$ cat src/rtl/fifo_rd_stream.sv
// fifo_rd_stream: read-side consumer for the async FIFO (read-clock domain).
// It pops words from the FIFO read port and absorbs the FIFO's one-edge read
// latency with a 2-entry buffer, so a ready sink can take one word per clock.
// The words go out as a valid/ready stream, grouped into FRAME_LEN-word frames
// with a last marker. Completed frames are counted, and FIFO underflow sets a
// sticky error flag.
//
// Ports:
//   rd_clk          read-domain clock (rising edge)
//   res_n           asynchronous active-low reset
//   drain_en        permits new FIFO reads
//   fifo_rd_en      FIFO read strobe (combinational from registered state)
//   fifo_rdata      FIFO read data, valid the edge after a sampled strobe
//   fifo_empty      FIFO empty flag
//   fifo_underflow  FIFO underflow flag
//   m_valid/m_data/m_last/m_ready  output stream
//   frame_cnt       completed-frame count, wraps modulo 2^CNT_W
//   err_underflow   sticky underflow error
module fifo_rd_stream #(
    parameter int unsigned WIDTH     = 8,
    parameter int unsigned FRAME_LEN = 4,
    parameter int unsigned CNT_W     = 16
) (
    input  logic             rd_clk,
    input  logic             res_n,
    input  logic             drain_en,
    output logic             fifo_rd_en,
    input  logic [WIDTH-1:0] fifo_rdata,
    input  logic             fifo_empty,
    input  logic             fifo_underflow,
    output logic             m_valid,
    output logic [WIDTH-1:0] m_data,
    output logic             m_last,
    input  logic             m_ready,
    output logic [CNT_W-1:0] frame_cnt,
    output logic             err_underflow
);

    localparam int unsigned BEAT_W = (FRAME_LEN > 1) ? $clog2(FRAME_LEN) : 1;
    localparam logic [BEAT_W-1:0] BEAT_LAST = BEAT_W'(FRAME_LEN - 1);

    // Buffer head is m_data itself; tail_q holds the second entry.
    logic [1:0]        occ_q;
    logic              pending_q;
    logic [WIDTH-1:0]  tail_q;
    logic [BEAT_W-1:0] beat_q;

    logic              pop_c;
    logic              push_c;
    logic [2:0]        level_c;
    logic [1:0]        occ_nxt;
    logic [WIDTH-1:0]  head_nxt;
    logic [WIDTH-1:0]  tail_nxt;
    logic [BEAT_W-1:0] beat_nxt;
    logic [CNT_W-1:0]  frame_nxt;

    // Read issue: words held + word in flight - word leaving must stay below 2,
    // so the buffer can never overflow. Reset forces the strobe low.
    always_comb begin
        pop_c      = m_valid & m_ready;
        push_c     = pending_q;
        level_c    = 3'(occ_q) + 3'(pending_q) - 3'(pop_c);
        fifo_rd_en = res_n & drain_en & ~fifo_empty & (level_c < 3'd2);
    end

    // Buffer and framing next state.
    always_comb begin
        occ_nxt   = occ_q;
        head_nxt  = m_data;
        tail_nxt  = tail_q;
        beat_nxt  = beat_q;
        frame_nxt = frame_cnt;

        case ({push_c, pop_c})
            2'b10: begin
                if (occ_q == 2'd0) begin
                    head_nxt = fifo_rdata;
                end else begin
                    tail_nxt = fifo_rdata;
                end
                occ_nxt = occ_q + 2'd1;
            end
            2'b01: begin
                head_nxt = tail_q;
                occ_nxt  = occ_q - 2'd1;
            end
            2'b11: begin
                // Occupancy unchanged; the new word queues behind any survivor.
                if (occ_q == 2'd2) begin
                    head_nxt = tail_q;
                    tail_nxt = fifo_rdata;
                end else begin
                    head_nxt = fifo_rdata;
                end
            end
            default: ;
        endcase

        if (pop_c) begin
            if (beat_q == BEAT_LAST) begin
                beat_nxt  = '0;
                frame_nxt = frame_cnt + CNT_W'(1);
            end else begin
                beat_nxt = beat_q + BEAT_W'(1);
            end
        end
    end

    // State and registered outputs.
    always_ff @(posedge rd_clk or negedge res_n) begin
        if (!res_n) begin
            occ_q         <= 2'd0;
            pending_q     <= 1'b0;
            tail_q        <= '0;
            beat_q        <= '0;
            m_data        <= '0;
            m_valid       <= 1'b0;
            m_last        <= 1'b0;
            frame_cnt     <= '0;
            err_underflow <= 1'b0;
        end else begin
            occ_q         <= occ_nxt;
            pending_q     <= fifo_rd_en;
            tail_q        <= tail_nxt;
            beat_q        <= beat_nxt;
            m_data        <= head_nxt;
            m_valid       <= (occ_nxt != 2'd0);
            m_last        <= (occ_nxt != 2'd0) && (beat_nxt == BEAT_LAST);
            frame_cnt     <= frame_nxt;
            err_underflow <= err_underflow | fifo_underflow;
        end
    end

endmodule

$ cat config.mk
export PLATFORM = sky130hd
export DESIGN_NAME = fifo_rd_stream
export DESIGN_NICKNAME = d
export VERILOG_FILES = /design/src/rtl/fifo_rd_stream.sv
export SDC_FILE = /design/constraint.sdc
export NUM_CORES = 1
export LEC_CHECK = 0
export BUFFER_PORTS_ARGS = -buffer_cell sky130_fd_sc_hd__clkbuf_2
export CORE_MARGIN = 5
export CORE_UTILIZATION = 39
export DETAILED_ROUTE_END_ITERATION = 10
export GPL_TIMING_DRIVEN = 0
export PLACE_DENSITY = 0.65
export SKIP_CTS_REPAIR_TIMING = 1
export SYNTH_ARGS = -nofsm -noshare
export SYNTH_HDL_FRONTEND = slang
export SYNTH_SLANG_ARGS = --single-unit
$ cat constraint.sdc
create_clock -name rd_clk -period 3.75 [get_ports rd_clk]
set_clock_uncertainty 0.15 [all_clocks]
set_input_delay 0.5625 -clock rd_clk [delete_from_list [all_inputs] [get_ports rd_clk]]
set_output_delay 0.5625 -clock rd_clk [all_outputs]
set_load 0.05 [all_outputs]
==> flow_metrics.env <==
export IMPL_outcome="finished clean"
export IMPL_dp_hpwl_um=2530
export IMPL_finalWorstSetupSlack_ns=0.434
export IMPL_path_class="reg2out"
export IMPL_slew_viol_final=0
export IMPL_dp_cells=246
export IMPL_wl_met2_um=1600
export IMPL_fin_tns_setup_ns=0
export IMPL_synth_top_cell_area_share=0.540
export IMPL_drv_max_cap_violation_count=0
export IMPL_drtIter0Drc=67
export IMPL_io_buffers=41
export IMPL_timing_fmax_ghz=0.302
export IMPL_r2r_end="pending_q"
export IMPL_drt_first_pass_iters=4
export IMPL_fin_crit_sh=0.884
export IMPL_synth_cells=151
export IMPL_place_gp_congestion=0.730
export IMPL_fin_crit_ns=3.32
export IMPL_grt_total_usage=0.123
export IMPL_timing_critical_path_from_type="flip-flop"
export IMPL_drive_gt1_frac=0.345
export IMPL_synthTopCellsByArea="dfrtp_1, mux2_2, mux2i_1"
export IMPL_ys_warn_count=0
export IMPL_critPathTopFamily="adder cells"
export IMPL_met3_length_um=230
export IMPL_rsz0062_at_grt="no"
export IMPL_clockBufferDepth=2
export IMPL_path_cells="nand2_2 -> ha_1 -> inv_1 -> ha_1 -> inv_1 -> fa_1 -> nand4b_1 -> nor2_1 -> clkbuf_2"
export IMPL_fin_util=0.475
export IMPL_wl_per_cell_um=13.7
export IMPL_cts_tree="done"
export IMPL_fin_cells=254
export IMPL_yosysTopAreaCell="dfrtp_1"
export IMPL_floorplan_die_area_um2=6230
export IMPL_hold_path_class="in2async"
export IMPL_path_clk_slew_ns=0.07
export IMPL_rr_worst_depth=8
export IMPL_r2r_start="m_valid"
export IMPL_crit_arrival_ns=2.60
export IMPL_grt_overflow=0
export IMPL_tightest_slew_ns=1.02
export IMPL_cp_slowest_cell="fa_1"
export IMPL_drt_met1_wl_um=1580
export IMPL_viasPerCell=4.89
export IMPL_nNetsFinal=218
export IMPL_rows=25
export IMPL_cp_end_kind="output port"
export IMPL_ys_seq_area_frac=0.540
export IMPL_final_cell_mix="clkbuf_2, dfrtp_1, nor2_1, mux2_2, xnor2_1"
export IMPL_dpl_worst_slack_ns=0.527
export IMPL_numCtsBuffers=5
export IMPL_p_leak_nw=1.11
export IMPL_required_ns=3.04
export IMPL_area_delta_synth_final_pct=19.6
export IMPL_start_util=0.398
export IMPL_cts_max_level=2
export IMPL_ir_drop_mv=0.360
export IMPL_syn_mean_instance_area_um2=12.3
export IMPL_mappedNetlistNets=170
export IMPL_netlist_area_um2=1850
export IMPL_die_y_um=78.9
export IMPL_io_pins=42
export IMPL_worst_path_buf_inv=3
export IMPL_core_area_um2=4660
export IMPL_setup_violations=0
export IMPL_power_density_nw_per_um2=765
export IMPL_grt_max_degree=42
export IMPL_relSlewSlack=0.322
export IMPL_synth_distinct_cells=31
export IMPL_die_w_um=78.9
export IMPL_grt_pass1_vias=1282
export IMPL_antenna_found_initial=0
export IMPL_numClockSinks=40
export IMPL_clk_latency_ns=0.28
export IMPL_routed_top_layer="met4"
export IMPL_fin_area_um2=2220
export IMPL_hold_viol_final=0
export IMPL_critical_path_max_fanout=6
export IMPL_slowest_delay_ns=0.49
export IMPL_placement_cell_area_um2=2130
export IMPL_drc=0
export IMPL_grt_pass1_wl_um=5930
export IMPL_cts_root_buf="clkbuf_8"
export IMPL_layout_commonest_cell="clkbuf_2"
export IMPL_antennaDiodeCount=0
export IMPL_ys_ff_latch=40
export IMPL_drt_wl_total_um=3470
export IMPL_num_vias=1243
export IMPL_reg2reg_slack_ns=1.50
export IMPL_final_antenna_net_count=0
==> cell type report <==
| class | instances | area, um^2 |
|---|---|---|
| fill | 430 | 2440 |
| sequential | 40 | 1000 |
| inverter | 4 | 15.0 |
| buffer | 2 | 22.5 |
| tap | 54 | 67.6 |
| multi-input combinational | 105 | 815 |
| clock buffer | 8 | 90.1 |
| timing repair buffer | 41 | 205 |
==> power breakdown <==
group	internal [mW]	switching, mW	total [mW]
Sequential	0.566	0.0958	0.662
Combinational	0.249	0.495	0.743
Clock	0.150	0.141	0.291
Total	0.964	0.731	1.70
==> registers in the layout, indices dropped and copies added, names as in the netlist <==
register,count
frame_cnt,16
pending_q,1
err_underflow,1
beat_q,2
tail_q,8
m_last,1
m_valid,1
occ_q,2
m_data,8
==> how the worst max path moves through the flow <==
| stage | startpoint | endpoint | slack [ns] | cells past startpoint |
|---|---|---|---|---|
| 6_report | m_valid | fifo_rd_en | 0.43 | 9 |
| 2_1_floorplan | m_valid | fifo_rd_en | 0.29 | 8 |
| 3_3_place_gp | m_ready | fifo_rd_en | 0.54 | 10 |
| 3_5_place_dp | m_ready | fifo_rd_en | 0.53 | 10 |
| 4_1_cts | m_valid | fifo_rd_en | 0.43 | 9 |
| 5_1_grt | m_valid | fifo_rd_en | 0.27 | 9 |
==> logic make-up after synthesis <==
family	count (synthesis)	synth area share
fa+ha+maj	5	0.0378
xor+xnor	18	0.0851
mux	20	0.115
buf+inv	6	0.0203
simple gates	51	0.158
flops	40	0.540
compound gates	11	0.0432
==> cell usage after synthesis (all sizes together) <==
| library cell | count |
|---|---|
| or2 | 1 |
| nand4 | 4 |
| or3b | 1 |
| nor3 | 3 |
| nand4b | 1 |
| o21a | 1 |
| fa | 1 |
| nor4 | 1 |
| nor2 | 18 |
| and2 | 1 |
| nand2b | 1 |
| o21ai | 1 |
| buf | 2 |
| ha | 4 |
| xor2 | 8 |
| mux2 | 11 |
| nand3 | 8 |
| dfrtp | 40 |
| and3 | 4 |
| nor4b | 1 |
| inv | 4 |
| xnor2 | 10 |
| mux2i | 9 |
| a21oi | 9 |
| nand3b | 1 |
| nand2 | 6 |
==> metal layers <==
metal | GRT usage | vias up
li1 | - | 618
met4 | 0.0447 | 0
met2 | 0.188 | 31
met1 | 0.156 | 587
met5 | 0 | -
met3 | 0.0499 | 7
==> per-stage QoR <==
| step | power (mW) | hold WS [ns] |
|---|---|---|
| floorplan | 1.24 | 0.117 |
| global placement | 1.40 | 0.297 |
| detailed placement | 1.42 | 0.299 |
| CTS | 1.72 | 0.310 |
| global route | 1.82 | 0.307 |
| finish | 1.70 | 0.289 |
==> worst register-to-register path, stage by stage, from the launching register on <==
cell	delay, ns
dfrtp_1	0.47
nand2_2	0.18
ha_1	0.37
inv_1	0.08
ha_1	0.13
inv_1	0.04
fa_1	0.49
nand4b_1	0.09
nor2_1	0.16
Power figures use the tool's default switching activity.
